==> config.mk <==
export PLATFORM = sky130hd
export DESIGN_NAME = serial_subtractor
export DESIGN_NICKNAME = d
export VERILOG_FILES = /design/src/rtl/serial_subtractor_pkg.sv /design/src/rtl/full_subtractor.sv /design/src/rtl/serial_subtractor.sv
export SDC_FILE = /design/constraint.sdc
export NUM_CORES = 1
export LEC_CHECK = 0
export CAP_MARGIN = 5
export CELL_PAD_IN_SITES_DETAIL_PLACEMENT = 2
export CELL_PAD_IN_SITES_GLOBAL_PLACEMENT = 2
export CORE_MARGIN = 5
export CORE_UTILIZATION = 30
export DETAILED_ROUTE_END_ITERATION = 10
export PLACE_DENSITY = 0.85
export SYNTH_ARGS = -nofsm -noshare
export SYNTH_HDL_FRONTEND = slang
export SYNTH_SLANG_ARGS = --single-unit
==> constraint.sdc <==
create_clock -name clk -period 1.2 [get_ports clk]
set_input_delay 0.24 -clock clk [delete_from_list [all_inputs] [get_ports clk]]
set_output_delay 0.24 -clock clk [all_outputs]
set_load 0.01 [all_outputs]
==> src/rtl/serial_subtractor_pkg.sv <==
// Shared definitions for the bit-serial subtractor.
//   state_t   : controller states (IDLE, RUN, DONE)
//   SUB_N_MAX : widest supported operand width
package sub_pkg;

   typedef enum logic [1:0] {
      IDLE = 2'd0,
      RUN  = 2'd1,
      DONE = 2'd2
   } state_t;

   localparam int unsigned SUB_N_MAX = 64;

endpackage

==> src/rtl/full_subtractor.sv <==
// Single-bit full subtractor cell: d = a - b - bin (one bit), purely combinational.
//   a, b : operand bits
//   bin  : borrow in
//   d    : difference bit
//   bout : borrow out
module full_subtractor (
   input  logic a,
   input  logic b,
   input  logic bin,
   output logic d,
   output logic bout
);

   always_comb begin
      d    = a ^ b ^ bin;
      bout = (~a & b) | (~(a ^ b) & bin);
   end

endmodule

==> src/rtl/serial_subtractor.sv <==
// Bit-serial N-bit subtractor: diff = (a - b - bin) mod 2^N, one bit per clock, LSB first,
// using a single full_subtractor cell. Result appears N clock edges after the operand accept.
//   clk, rst_n          : clock, asynchronous active-low reset
//   in_valid / in_ready : operand handshake (a, b, bin)
//   out_valid/out_ready : result handshake (diff, bout)
//   diff, bout          : difference and final borrow
//   ovf                 : signed overflow, present only when SERIAL_SUB_OVF_EN is defined
import sub_pkg::*;

module serial_subtractor #(
   parameter int unsigned N = 8
) (
   input  logic         clk,
   input  logic         rst_n,
   input  logic         in_valid,
   output logic         in_ready,
   input  logic [N-1:0] a,
   input  logic [N-1:0] b,
   input  logic         bin,
   output logic         out_valid,
   input  logic         out_ready,
   output logic [N-1:0] diff,
   output logic         bout
`ifdef SERIAL_SUB_OVF_EN
  ,output logic         ovf
`endif
);

   localparam int unsigned CW = (N > 1) ? $clog2(N) : 1;
   localparam logic [CW-1:0] LAST = CW'(N - 1);

   state_t        state, next_state;
   logic [N-1:0]  a_sr, b_sr, diff_sr;
   logic          borrow;
   logic [CW-1:0] count;
   logic          cell_d, cell_bout;

   full_subtractor u_cell (
      .a    (a_sr[0]),
      .b    (b_sr[0]),
      .bin  (borrow),
      .d    (cell_d),
      .bout (cell_bout)
   );

   always_ff @(posedge clk or negedge rst_n) begin
      if (!rst_n) state <= IDLE;
      else        state <= next_state;
   end

   always_comb begin
      next_state = state;
      in_ready   = 1'b0;
      out_valid  = 1'b0;
      case (state)
         IDLE: begin
            in_ready = 1'b1;
            if (in_valid) next_state = RUN;
         end
         RUN: begin
            if (count == LAST) next_state = DONE;
         end
         DONE: begin
            out_valid = 1'b1;
            if (out_ready) next_state = IDLE;
         end
         default: next_state = IDLE;
      endcase
   end

   // Difference bits enter at the MSB and move right, so after N shifts bit 0 holds the LSB.
   always_ff @(posedge clk or negedge rst_n) begin
      if (!rst_n) begin
         a_sr    <= '0;
         b_sr    <= '0;
         diff_sr <= '0;
         borrow  <= 1'b0;
         count   <= '0;
      end else begin
         case (state)
            IDLE: begin
               if (in_valid) begin
                  a_sr   <= a;
                  b_sr   <= b;
                  borrow <= bin;
                  count  <= '0;
               end
            end
            RUN: begin
               a_sr    <= a_sr >> 1;
               b_sr    <= b_sr >> 1;
               diff_sr <= {cell_d, diff_sr[N-1:1]};
               borrow  <= cell_bout;
               count   <= count + 1'b1;
            end
            default: ;
         endcase
      end
   end

   assign diff = diff_sr;
   assign bout = borrow;

`ifdef SERIAL_SUB_OVF_EN
   // Operand sign bits are shifted out during RUN, so they are captured separately at accept.
   logic a_msb, b_msb;

   always_ff @(posedge clk or negedge rst_n) begin
      if (!rst_n) begin
         a_msb <= 1'b0;
         b_msb <= 1'b0;
      end else if (state == IDLE && in_valid) begin
         a_msb <= a[N-1];
         b_msb <= b[N-1];
      end
   end

   assign ovf = out_valid & (a_msb ^ b_msb) & (a_msb ^ diff_sr[N-1]);
`endif

endmodule

After elaboration in Yosys (flattened, before gate mapping)
Index checks and enable logic that the tools add are counted.
{"block": "totals", "regBits": 30, "inputBits": 21, "out_inout_bits": 11, "word_cells": 38}
{"block": "op_classes", "add_sub_neg": 1, "n_eq_ne": 6, "muxes": 14, "bitwise": 7, "n_reduce_logical": 4}
{"operator": "one-hot mux 8 bit (2 select lines)", "count": 2}
{"operator": "two-way mux 8 bit", "count": 2}
{"operator": "two-way mux 2 bit", "count": 3}
{"operator": "inequality test 2 bit, second input constant", "count": 3}
{"operator": "one-hot mux 2 bit (3 select lines)", "count": 1}
{"operator": "one-hot mux 3 bit (2 select lines)", "count": 1}
{"operator": "adder 3 x 1 -> 3 bit, second input constant", "count": 1}
{"operator": "== test 3 bit, second input constant", "count": 1}
{"operator": "two-way mux 1 bit", "count": 3}
{"operator": "two-way mux 3 bit", "count": 1}
{"operator": "AND reduction 3 bit", "count": 1}
{"operator": "bitwise AND 1 bit", "count": 2}
{"operator": "== test 2 x 1 -> 1 bit, second input constant", "count": 1}
{"operator": "== test 2 bit, second input constant", "count": 1}
{"operator": "logical NOT 2 bit", "count": 1}
{"operator": "inverter 1 bit", "count": 2}
{"operator": "one-hot mux 1 bit (2 select lines)", "count": 1}
{"operator": "AND reduction 2 bit", "count": 1}
{"operator": "nonzero test 2 bit", "count": 1}
{"operator": "bitwise XOR 1 bit", "count": 2}
{"operator": "bitwise OR 1 bit", "count": 1}

Logic depth before layout (Yosys ltp)
Gate-level depths: netlist of run 1.
{"block": "logic_depth", "ltp_word": 5, "depth_mapped": 5, "ltp_nobuf": 4}

Modules after synthesis
From an unflattened synthesis of run 1, not the netlist that was laid out.
{"block": "unflattened", "cells_unflattened": 140, "area_unflattened_um2": 1425.1}
{"mod": "serial_subtractor", "instances": 1, "cells_per_inst": 136, "area_per_inst_um2": 1393.8}
{"mod": "full_subtractor", "instances": 1, "cells_per_inst": 4, "area_per_inst_um2": 31.3}

Least setup slack after synthesis of run 1
Ideal clock, no wire load.
{"block": "synth_timing", "kind": "flip-flop to flip-flop", "start": "register state[0]", "end": "register a_sr[1]", "setup_ns": 0.123, "t_arrival_ns": 1.133, "required_ns": 1.077, "slack_ns": -0.056, "path_stages_with_launch": 4, "n_path_buf": 1, "period_less_slack_ns": 1.256, "path_cell_list": "dfrtp_1 buf_4 or4b_1 o221a_2"}
{"block": "synth_between", "elab_chain_cells": 3}
{"item": "from (decl)", "line": "serial_subtractor.sv:32", "source": "state_t state, next_state;"}
{"item": "from (signal assigned)", "line": "serial_subtractor.sv:48", "source": "else state <= next_state;"}
{"item": "== test 2 x 1 -> 1 bit / logical NOT 2 bit (equally long branches)", "line": "serial_subtractor.sv:80", "source": "case (state)"}
{"item": "nonzero test 2 bit (no line) / inequality test 2 bit (equally long branches)"}
{"item": "AND reduction 2 bit (no line)"}
{"item": "to (signal assigned)", "line": "serial_subtractor.sv:90", "source": "a_sr <= a_sr >> 1;"}
{"item": "to (decl)", "line": "serial_subtractor.sv:33", "source": "logic [N-1:0] a_sr, b_sr, diff_sr;"}
Several ways; a longest one is shown, not always the timed one.
A chain may end at the register's enable or synchronous reset.

Worst setup path after layout of run 1
{"block": "layout_timing", "start": "register state[1]", "end": "register a_sr[0]"}
The elaborated chain is that of the path after synthesis.

==> metrics.txt, run 1 <==
number of max-slew violations in the final report 0; final hold violation count 0; average vias per placed instance approximately 5; Critical Path Start state[1]; required time at the endpoint of the critical path 1370 ps; Synth cell types 27; post-detailed-routing wire length about 4.8 mm; fmax between 0.7 and 0.8 GHz; buffer cell driving the clock tree root clkbuf_8; WL per Instance 20.8 um; top post-synthesis cells by count dfrtp_1 (30), inv_1 (9), mux2_2 (8), nor3b_1 (8); area overhead of the layout relative to synthesis 60.9%; slew at the pin with the worst max-slew slack 346 ps; count of state elements after synthesis 30; number of synthesized flops with an enable pin 0; vertical extent of the die 80.2 um; cell count of the worst reg-to-reg path 3; die width around 80 um; worst supply voltage drop on vdd 0.000669 V; Crit path largest cell delay 550 ps; count of endpoints failing setup in the final report 31; final worst clock skew between 3 and 4 ps; Final #Nets 190; Worst R2R Start state[1]; sequential share of the synthesized area about half; standard-cell rows 25; clock network latency to the later pin of the worst-skew pair 280 ps; biggest area contributors in the synthesized netlist dfrtp_1 (51%), mux2_2 (6.1%), o221a_2 (5.3%); die area between 0.006 and 0.007 sq mm; drt initial violations 45; filler cell count in the final layout about 450; grt total ovfl 0; Detail Route Antenna Nets 0; unrepaired setup endpoints after global routing true; mean instance size in the synthesized netlist 12.7 sq um; share of the cycle needed by the critical path after routing 118%; leakage power 0.990 nW; failing checks setup timing; count of buffering cells on the critical path with inverters included 1; # clock sinks 30; Max FO, Critical Path 13; yosys warns 0; cell area power density 2470 mW/mm^2; aggregate global-route resource usage 16.6%; cells along the critical path buf_12 > or4b_4 > o221a_4; category of cells accounting for the largest share of critical-path delay simple AND/OR/NAND/NOR gates; total via count in the routed design around 1200; final worst path period need about 1400 ps; number of top-level pins 32; first-pass GRT wire length 7.93 mm; number of buffers between clock root and the deepest sink 2; count leader, synth dfrtp_1; Fin Hold WS 327 ps; Relative slew margins 76.9%; number of CTS-inserted buffers 5; end point of the critical path a_sr[0]; run status complete, but fails checks; netlist area before placement ~0.0015 sq mm; share of synthesized registers carrying an async set or reset 100%; endpoint type of the worst setup path register; GPL Wtd Cong 0.754; initial standard-cell utilization of the core 31.1%; setup slack on the worst flop-to-flop path -220 ps; # H-tree levels 2; area used by multi-input combinational logic 857 sq um; antenna violations before repair 0; data arrival time at the worst-slack endpoint approximately 1600 ps; CP max-delay cell or4b_4; kind of critical path register to register; clock tree from TritonCTS yes; count of unresolved DRC violations after routing 0; number of port buffers 31; critical path depth in cells 3; layout cells sized above 1 roughly 48%; post-route worst setup slack -217 ps; total area of sequential cells 753 sq um; iteration count of the initial detailed-routing pass 4; largest net degree at the start of global routing 31; most common flop cell mapped by yosys dfrtp_1; cell taking the most area after synthesis dfrtp_1; Detailed Place HPWL 2.97 mm; top cell type's share of synthesized area 50.8%; Max-Cap Viols 0; post-detailed-placement cell area about 0.0019 sq mm; number of instances in the synthesized netlist 116; net count after synthesis 140; Reg-to-Reg End a_sr[0]; antenna diode count 0; placeable core area about 0.0048 sq mm; worst hold path type input port to async pin; CP Launch Type register; Worst-path clk slew about 60 ps; via count of the first global-routing pass approximately 1400; hold-fix buffers at CTS 0; final design area excluding fillers 0.00238 sq mm
repair_timing:
item	CTS	global route
pin swaps	8	4
buffers inserted	9	1
setup endpoints to repair	40	35
resized for setup	72	14
cloned	3	0
state kept, by name, indices dropped and copies added (netlist names):
register and flops:
a_sr 8, b_sr 8, diff 8, count 3, state 2, bout 1
worst min path at each step:
| stage | from | end | depth (start not counted) |
|---|---|---|---|
| final | rst_n | diff[2] | 2 |
| after global routing | rst_n | diff[2] | 2 |
| after CTS | rst_n | b_sr[3] | 2 |
| after detailed placement | b_sr[7] | b_sr[7] | 1 |
| after global placement | b_sr[7] | b_sr[7] | 1 |
| after floorplan | rst_n | a_sr[0] | 0 |
metrics by stage:
stage	setup WS (ps)	setup TNS, ps	instances	utilization [%]	total power, mW
after floorplan	-37.6	-257	116	-	3.29
after global placement	-388	-9260	214	39.8	4.02
after detailed placement	-552	-11750	214	39.8	4.24
after CTS	-204	-3550	233	49.3	5.77
after global routing	-238	-5260	233	50.0	6.29
final	-217	-3960	233	50.0	5.88
area by class of cell:
| cell class | count | share of cell area (%) |
|---|---|---|
| multi-input combinational | 66 | 36.1 |
| sequential | 30 | 31.7 |
| timing repair buffer | 54 | 24.1 |
| tap | 67 | 3.53 |
| clock buffer | 7 | 3.21 |
| inverter | 9 | 1.42 |
logic make-up after synthesis:
group	Yosys count	share of synthesized area (%)
compound gates	23	15.0
flops	30	50.8
simple gates	30	16.3
buf+inv	21	8.13
fa+ha+maj	3	3.05
mux	9	6.77
placed cells by master (no fill, tap or decap), types with 3 or more instances in the layout:
master / netlist / routed
nor3b_2: 0 / 4
clkdlybuf4s50_1: 0 / 19
nor4b_4: 0 / 6
nor3b_4: 0 / 3
a211oi_1: 7 / 3
a211oi_2: 0 / 4
inv_1: 9 / 7
dfrtp_1: 30 / 28
mux2_2: 8 / 7
a22o_1: 3 / 3
buf_6: 4 / 9
clkbuf_8: 0 / 5
or4b_1: 7 / 5
clkdlybuf4s15_1: 0 / 8
buf_4: 1 / 11
o221a_2: 7 / 5
power by group:
part | switching (mW) | internal, mW | leakage (nW)
sequential | 0.401 | 1.52 | 0.350
clock | 0.366 | 0.399 | 0.0383
combinational | 1.34 | 1.86 | 0.602
layer usage:
metal | wire (um) | GRT usage [%] | vias up
met1 | 1920 | 18.6 | 604
li1 | - | - | 533
met2 | 2680 | 30.5 | 30
met5 | 0 | 0 | -
met4 | 42 | 4.05 | 0
met3 | 205 | 4.82 | 4
No activity file was read; power rests on OpenSTA's default activity.
==> run 2: changes to the inputs <==
CORE_ASPECT_RATIO = 0.8   (was default)
==> metrics.txt, run 2 (same netlist as run 1, synthesis figures left out) <==
# H-tree levels 2 (unchanged); cell count of the worst reg-to-reg path 3 (unchanged); Crit path largest cell delay 530 ps (-20 ps); final worst clock skew 8.71 ps (+5.23 ps); count of non-filler cells in the finished layout 243 (+4.3%); failing checks setup timing; number of port buffers 31 (unchanged); number of buffers between clock root and the deepest sink 2 (unchanged); worst hold path type input port to async pin; Max FO, Critical Path 2 (-11); die width 88.5 um (+10%); largest net degree at the start of global routing 31 (unchanged); standard-cell rows 22 (-12%); first-pass GRT wire length 8.90 mm (+12%); clock tree from TritonCTS yes; final hold violation count 0 (unchanged); fmax 0.627 GHz (-11%); count of endpoints failing setup in the final report 31 (unchanged); critical path depth in cells 3 (unchanged); Critical Path Start bout; Worst-path clk slew 70 ps (about the same); antenna violations before repair 0 (unchanged); Final #Nets 206 (+8.4%); area overhead of the layout relative to synthesis 74.3%; unrepaired setup endpoints after global routing true; aggregate global-route resource usage 19.4% (+2.8 points); CP max-delay cell a222oi_1; kind of critical path register to register; required time at the endpoint of the critical path 1330 ps (-40 ps); cells along the critical path inv_2 > fa_1 > a222oi_1; Relative slew margins 65.3% (-12 points); buffer cell driving the clock tree root clkbuf_8; setup slack on the worst flop-to-flop path -390 ps (-180 ps); slew at the pin with the worst max-slew slack 521 ps (+175 ps); post-detailed-routing wire length 6.28 mm (+30%); total via count in the routed design 1243 (+6.1%); Worst R2R Start bout; clock network latency to the later pin of the worst-skew pair 290 ps (about the same); count of unresolved DRC violations after routing 0 (unchanged); run status complete, but fails checks; Max-Cap Viols 0 (unchanged); endpoint type of the worst setup path register; average vias per placed instance 5.12 (+1.8%); post-route worst setup slack -395 ps (-178 ps); vertical extent of the die 72.8 um (-9.2%); WL per Instance 25.8 um (+24%); worst supply voltage drop on vdd 0.00110 V (+64%); cell area power density 2630 mW/mm^2 (+6.3%); top library cells by usage in the layout, fill and taps aside dfrtp_1 (29), buf_4 (27), clkdlybuf4s50_1 (19), buf_6 (8); data arrival time at the worst-slack endpoint 1720 ps (+140 ps); Fin Hold WS 312 ps (-14.6 ps); overall power of the completed layout 6.77 mW (+15%); CP Launch Type register; filler cell count in the final layout 439 (-3.1%); Detailed Place HPWL 3.05 mm (+2.8%); leakage power 1.11 nW (+12%); count of buffering cells on the critical path with inverters included 1 (unchanged); drt initial violations 28 (-38%); GPL Wtd Cong 0.784 (+4.0%); # clock sinks 30 (unchanged); Detail Route Antenna Nets 0 (unchanged); share of the cycle needed by the critical path after routing 133% (+15 points); most common cell after layout, fill and taps aside dfrtp_1; number of placed instances with taps included 212 (-0.93%); category of cells accounting for the largest share of critical-path delay compound AO/OA/AOI/OAI gates; Reg-to-Reg End bout; end point of the critical path bout; via count of the first global-routing pass 1522 (+7.6%); initial standard-cell utilization of the core 31.6% (+0.50 points); worst slack at placement -480 ps (+71.8 ps); antenna diode count 0 (unchanged); number of top-level pins 32 (unchanged); number of CTS-inserted buffers 5 (unchanged); final worst path period need 1590 ps (+178 ps); die area 0.00644 sq mm (+0.14%); layout cells sized above 1 58.5% (+10 points); number of max-slew violations in the final report 0 (unchanged); placeable core area 0.00468 sq mm (-1.6%); iteration count of the initial detailed-routing pass 4 (unchanged); grt total ovfl 0 (unchanged)
[run 2: report_power, final]
| part | switching (mW) | leakage (nW) | internal (mW) |
|---|---|---|---|
| clock network | 0.420 | 0.0482 | 0.463 |
| registers | 0.461 | 0.352 | 1.51 |
| logic | 1.72 | 0.707 | 2.19 |
[run 2: how the worst min path moves through the flow]
stage | startpoint | endpoint | slack (ps)
3_5_place_dp | b_sr[7] | b_sr[7] | 520
4_1_cts | rst_n | b_sr[2] | 340
3_3_place_gp | b_sr[7] | b_sr[7] | 480
2_1_floorplan | rst_n | a_sr[0] | -60
5_1_grt | rst_n | b_sr[7] | 340
6_report | rst_n | b_sr[2] | 310
[run 2: layer usage]
metal  up-vias  wire length [um]  track usage (%)
li1        566                 -                -
met1       647              2610             21.1
met2        21              3450             36.5
met3         9               132             3.72
met4         0                80             8.22
met5         -                 0                0
[run 2: per-stage QoR]
stage | setup TNS (ps) | cell area [sq um] | util, %
2_1_floorplan | -257 | 1490 | -
3_3_place_gp | -8840 | 1920 | 41.1
3_5_place_dp | -10510 | 1920 | 41.1
4_1_cts | -4170 | 2390 | 51.2
5_1_grt | -7040 | 2570 | 55.0
6_report | -6140 | 2570 | 55.0
[run 2: layout make-up]
class                   count  area, sq um  area share (%)
multi-input cells          66          943            36.6
inverters                   9         33.8            1.31
repair buffers             70          679            26.4
clock buffers               7         86.3            3.35
clock inverters             1         5.00           0.194
well taps                  60         75.1            2.92
flip-flops and latches     30          752            29.2
[run 2: what timing repair did]
action                     4_1_cts  5_1_grt
setup buffers                   11       11
pin swaps                       10       10
setup endpoints to repair       40       37
cloned                           2        1
hold buffers                     0        0
resized for setup               79       30
